**src/rtl/sad_pkg.sv**
```systemverilog
// -----------------------------------------------------------------------------
// sad_pkg -- shared types and helpers for the sum-of-absolute-differences
// accumulator.
//   sad_state_t : frame FSM states (IDLE, ACCUM, DRAIN, HOLD)
//   sum_width() : accumulator width needed to hold FRAME * (2^WIDTH - 1)
// -----------------------------------------------------------------------------
package sad_pkg;

  typedef enum logic [1:0] {
    IDLE,   // no samples in the current frame yet
    ACCUM,  // at least one sample accepted, frame still open
    DRAIN,  // frame closed, last sample still travelling through stage 1
    HOLD    // result presented on out_sum / out_count
  } sad_state_t;

  // Each sample adds at most 2^width-1, so log2(frame+1) extra bits suffice.
  function automatic int sum_width(input int width, input int frame);
    return width + $clog2(frame + 1);
  endfunction

endpackage

```
**src/rtl/abs_diff_stage.sv**
```systemverilog
// -----------------------------------------------------------------------------
// abs_diff_stage -- pipeline stage 1: registers d = |a - b| for every loaded
// sample, together with a valid flag.
//
// Optional feature: define SAD_APPROX_EN to drop TRUNC LSBs from each operand
// before subtracting (result is shifted back up). Without the macro the stage
// is exact and TRUNC has no effect.
//
// Ports:
//   clk, rst_n   clock, asynchronous active-low reset
//   load         a new sample is accepted this cycle
//   a, b         unsigned operands (WIDTH bits)
//   d            registered absolute difference (WIDTH bits)
//   d_valid      d holds a sample that stage 2 has not yet absorbed
// -----------------------------------------------------------------------------
module abs_diff_stage
  import sad_pkg::*;
#(
  parameter int WIDTH = 4,
  parameter int TRUNC = 1
) (
  input  logic             clk,
  input  logic             rst_n,
  input  logic             load,
  input  logic [WIDTH-1:0] a,
  input  logic [WIDTH-1:0] b,
  output logic [WIDTH-1:0] d,
  output logic             d_valid
);

`ifdef SAD_APPROX_EN
  localparam bit APPROX = 1'b1;
`else
  localparam bit APPROX = 1'b0;
`endif

  // A zero shift turns the approximate datapath into the exact one.
  localparam int SHIFT = APPROX ? TRUNC : 0;

  logic [WIDTH-1:0] a_s, b_s, mag, d_next;

  always_comb begin
    a_s    = a >> SHIFT;
    b_s    = b >> SHIFT;
    // Subtract the smaller from the larger so the unsigned result never wraps.
    mag    = (a_s >= b_s) ? (a_s - b_s) : (b_s - a_s);
    d_next = mag << SHIFT;
  end

  // NOTE: sequential state uses non-blocking assignments so every flop samples
  // values from before the edge, independent of statement order.
  always_ff @(posedge clk or negedge rst_n) begin
    if (!rst_n) begin
      d       <= '0;
      d_valid <= 1'b0;
    end else begin
      d_valid <= load;
      if (load) d <= d_next;
    end
  end

endmodule

```
**src/rtl/sad_accum.sv**
```systemverilog
// -----------------------------------------------------------------------------
// sad_accum -- accumulates |a - b| over a frame of up to FRAME samples and
// presents the sum and sample count with a valid/ready handshake.
//
// A frame closes when FRAME samples have been accepted or when an accepted
// sample carries in_last. The result appears two cycles after the closing
// sample is accepted and is held until out_ready.
//
// Optional feature: SAD_APPROX_EN selects the truncated-operand datapath in
// stage 1 (see abs_diff_stage).
//
// Ports:
//   clk, rst_n          clock, asynchronous active-low reset
//   in_valid/in_ready   sample handshake
//   in_a, in_b          unsigned operands
//   in_last             sample closes the frame early
//   out_valid/out_ready result handshake
//   out_sum             sum of |a-b| over the frame (SW bits)
//   out_count           number of samples in the frame
// -----------------------------------------------------------------------------
module sad_accum
  import sad_pkg::*;
#(
  parameter  int WIDTH = 4,
  parameter  int FRAME = 8,
  parameter  int TRUNC = 1,
  localparam int SW    = sum_width(WIDTH, FRAME),
  localparam int CW    = $clog2(FRAME + 1)
) (
  input  logic             clk,
  input  logic             rst_n,
  input  logic             in_valid,
  output logic             in_ready,
  input  logic [WIDTH-1:0] in_a,
  input  logic [WIDTH-1:0] in_b,
  input  logic             in_last,
  output logic             out_valid,
  input  logic             out_ready,
  output logic [SW-1:0]    out_sum,
  output logic [CW-1:0]    out_count
);

  sad_state_t       state;
  logic [CW-1:0]    in_cnt;   // samples accepted into the open frame
  logic [CW-1:0]    acc_cnt;  // samples absorbed by stage 2
  logic [SW-1:0]    acc;
  logic [WIDTH-1:0] d;
  logic             d_valid;
  logic             accept;
  logic             closing;

  assign accept  = in_valid && in_ready;
  // in_last on the FRAME-th sample still closes only this one frame.
  assign closing = in_last || (in_cnt == CW'(FRAME - 1));

  abs_diff_stage #(
    .WIDTH (WIDTH),
    .TRUNC (TRUNC)
  ) u_stage1 (
    .clk     (clk),
    .rst_n   (rst_n),
    .load    (accept),
    .a       (in_a),
    .b       (in_b),
    .d       (d),
    .d_valid (d_valid)
  );

  always_ff @(posedge clk or negedge rst_n) begin
    if (!rst_n) begin
      state     <= IDLE;
      in_ready  <= 1'b0;
      out_valid <= 1'b0;
      in_cnt    <= '0;
      acc_cnt   <= '0;
      acc       <= '0;
    end else begin
      // Stage 2: absorb whatever stage 1 registered on the previous edge.
      if (d_valid) begin
        acc     <= acc + SW'(d);
        acc_cnt <= acc_cnt + CW'(1);
      end

      case (state)
        IDLE, ACCUM: begin
          // Also raises in_ready on the first edge after reset.
          in_ready <= 1'b1;
          if (accept) begin
            in_cnt <= in_cnt + CW'(1);
            if (closing) begin
              state    <= DRAIN;
              in_ready <= 1'b0;
            end else begin
              state    <= ACCUM;
            end
          end
        end
        DRAIN: begin
          // Stage 1 empty means stage 2 has taken the closing sample.
          if (!d_valid) begin
            state     <= HOLD;
            out_valid <= 1'b1;
          end
        end
        HOLD: begin
          if (out_ready) begin
            state     <= IDLE;
            out_valid <= 1'b0;
            in_ready  <= 1'b1;
            in_cnt    <= '0;
            acc_cnt   <= '0;
            acc       <= '0;
          end
        end
        default: state <= IDLE;
      endcase
    end
  end

  assign out_sum   = acc;
  assign out_count = acc_cnt;

endmodule

```
**config.mk**
```make
export PLATFORM = sky130hd
export DESIGN_NAME = sad_accum
export DESIGN_NICKNAME = d
export VERILOG_FILES = /design/src/rtl/sad_pkg.sv /design/src/rtl/abs_diff_stage.sv /design/src/rtl/sad_accum.sv
export SDC_FILE = /design/constraint.sdc
export NUM_CORES = 1
export LEC_CHECK = 0
export CORE_MARGIN = 10
export CORE_UTILIZATION = 47
export DETAILED_ROUTE_END_ITERATION = 7
export GPL_TIMING_DRIVEN = 0
export PLACE_DENSITY = 0.72
export REMOVE_ABC_BUFFERS = 1
export SYNTH_ARGS = -nofsm -noshare
export SYNTH_HDL_FRONTEND = slang
export SYNTH_SLANG_ARGS = --single-unit
```
**constraint.sdc**
```tcl
create_clock -name clk -period 4.3 [get_ports clk]
set_input_delay 1.29 -clock clk [delete_from_list [all_inputs] [get_ports clk]]
set_output_delay 1.29 -clock clk [all_outputs]
set_load 0.05 [all_outputs]
```
==> impl_metrics.env <==
export IMPL_status="finished clean"
export IMPL_core_sq_mm=0.00308
export IMPL_nets=210
export IMPL_cp_data_required_time_ns=4.57
export IMPL_final_cells=224
export IMPL_grt_max_degree=26
export IMPL_ys_warn_count=0
export IMPL_h_tree_depth=1
export IMPL_postSynthCellCount=157
export IMPL_finalWeightedCongestion=0.855
export IMPL_num_io_pins=27
export IMPL_cts_buffers=3
export IMPL_grt_pass1_wl_microns=5490
export IMPL_drc=0
export IMPL_ant_nets=0
export IMPL_drv_slew=0
export IMPL_antenna_found_initial=0
export IMPL_crit_fanout=3
export IMPL_via_per_inst=5.42
export IMPL_setup_violations=0
export IMPL_period_share_pct=73.5
export IMPL_post_route_min_period_ns=3.16
export IMPL_cts_sinks=25
export IMPL_wl_per_cell_microns=13.9
export IMPL_first_pass_iters=4
export IMPL_slew_headroom_pct=24.5
export IMPL_portBuffers=26
export IMPL_cts_buffer_depth=2
export IMPL_syn2layout_area_growth_pct=20.3
export IMPL_ys_types=39
export IMPL_start_util_pct=49.6
export IMPL_hpwl_microns=2470
export IMPL_cellPowerDensity_mw_per_mm2=676
export IMPL_routed_wl_microns=3120
export IMPL_die_w_microns=77.0
export IMPL_netlist_top_cells_count="dfrtp_1, nor2_1, nand2_1"
export IMPL_diodes=0
export IMPL_reg2reg_depth=6
export IMPL_post_cts_resized=0
export IMPL_nFillCells=289
export IMPL_grt_overflow=0
export IMPL_setup_slack_ns=1.14
export IMPL_syn_avg_cell_area_sq_um=9.72
export IMPL_maxCapViolCount=0
export IMPL_vdd_ir_drop_max_v=0.000395
export IMPL_fp_dieH_microns=77.0
export IMPL_fin_tns_setup_ns=0
export IMPL_hold_depth=1
export IMPL_cts_tree="done"
export IMPL_gr_max_usage_layer="met2"
export IMPL_netlist_area_leader_share_pct=41.0
export IMPL_hold_class="reg2reg"
export IMPL_root_buffer="clkbuf_4"
export IMPL_grt_util_met3_pct=3.73
export IMPL_clkTransAtPathRegs_ns=0.16
export IMPL_use_met1_pct=12.3
export IMPL_grt_setup_unrepaired="false"
export IMPL_final_core_util_pct=59.7
export IMPL_track_usage_pct=10.7
export IMPL_drtIter0Drc=71
export IMPL_skew_ns=0.0189
export IMPL_met2_usage_pct=18.7
export IMPL_max_clock_freq_mhz=317
export IMPL_dp_cells=220
export IMPL_yosysSeqAreaShare_pct=41.0
export IMPL_crit_arrival_ns=3.43
export IMPL_num_vias=1214
export IMPL_die_area_sq_mm=0.00593
export IMPL_synth_most_common_cell="dfrtp_1"
export IMPL_power_leakage_nw=0.843
export IMPL_tightest_slew_ns=1.13
export IMPL_post_cts_buffers=0
export IMPL_synth_edf_count=0
export IMPL_async_reset_ff_share_pct=100
export IMPL_path_class="in2reg"
export IMPL_clk_latency_ns=0.33
export IMPL_yosys_area_top_type="dfrtp_1"
export IMPL_reg2reg_slack_ns=2.49
export IMPL_pre_cts_ws_ns=0.768
export IMPL_hold_buffers=0
export IMPL_num_rows=20
export IMPL_synth_seq_cells=25
export IMPL_end_kind="flip-flop"
export IMPL_syn_area_sq_mm=0.00153
export IMPL_hold_violations=0
export IMPL_synth_flop_cell="dfrtp_1"
export IMPL_synthTopCellsByArea="dfrtp_1, ha_1, nor2_1"
export IMPL_grt_pass1_vias=1239
export IMPL_timing_critical_path_from_type="primary input"
export IMPL_drive_gt1_share_pct=3.33
export IMPL_whs_ns=0.531
[registers in the layout, indices dropped and copies added (netlist names)]
name / flops
u_stage1.d: 4
out_sum: 8
u_stage1.d_valid: 1
state: 2
in_ready: 1
out_valid: 1
out_count: 4
in_cnt: 4
[per-stage QoR]
stage	power (W)	area [sq um]
2_1_floorplan	0.000919	1490
3_3_place_gp	0.00111	1810
3_5_place_dp	0.00114	1810
4_1_cts	0.00126	1840
5_1_grt	0.00135	1840
6_report	0.00124	1840
[final cells by class]
| type | instances | area, sq um | share of cell area (%) |
|---|---|---|---|
| multi-input combinational | 113 | 821 | 44.7 |
| clock buffer | 3 | 22.5 | 1.23 |
| inverter | 12 | 45.0 | 2.45 |
| sequential | 25 | 626 | 34.1 |
| tap | 44 | 55.1 | 3.00 |
| clock inverter | 1 | 7.51 | 0.409 |
| timing repair buffer | 26 | 260 | 14.2 |
[worst max-delay path: stages]
cell	delay, ns
clkdlybuf4s50_1	0.48
inv_1	0.05
ha_1	0.22
fa_1	0.40
a21bo_1	0.22
a211oi_1	0.09
or4_1	0.52
a31oi_1	0.17
[power by group]
part / total, W / leakage (nW) / internal (W) / switching (W)
clock network: 0.000111 / 0.0139 / 0.0000356 / 0.0000751
registers: 0.000440 / 0.307 / 0.000334 / 0.000106
logic: 0.000691 / 0.522 / 0.000275 / 0.000416
total: 0.00124 / 0.843 / 0.000645 / 0.000596
[kinds of logic after synthesis]
| family | after synthesis | synth area share (%) |
|---|---|---|
| AOI/OAI and AO/OA | 35 | 16.1 |
| xor gates and xnor gates | 8 | 4.59 |
| adders and majority gates | 16 | 14.6 |
| buffers and inverters | 19 | 5.24 |
| DFF | 25 | 41.0 |
| muxes | 5 | 3.36 |
| and+or+nand+nor | 49 | 15.2 |
[cell usage in the layout (no fill, tap or decap), types with 4 or more instances in the layout]
cell type and count:
a21oi_1 8, clkdlybuf4s50_1 26, dfrtp_1 25, ha_1 13, inv_1 12, mux2i_1 4, nand2_1 14, nand4_1 6
nor2_1 17, o21ai_0 5, xnor2_1 4, xor2_1 4
[layer usage]
layer	wire length, microns	vias up	share of wire (%)
li1	-	596	-
met1	1350	593	43
met2	1570	21	50
met3	183	4	5.9
met4	20	0	0.64
met5	0	-	0
[worst paths after layout]
| path | start | to |
|---|---|---|
| worst max-delay path | in_a[0] | u_stage1.d[2] |
| worst min-delay path | state[0] | out_valid |
| worst max register to register | out_sum[0] | out_sum[6] |
| worst min register to register | state[0] | out_valid |
| max in group asynchronous | rst_n | u_stage1.d[1] |
| min in group asynchronous | rst_n | out_sum[1] |
(Power assumes the default switching activity.)
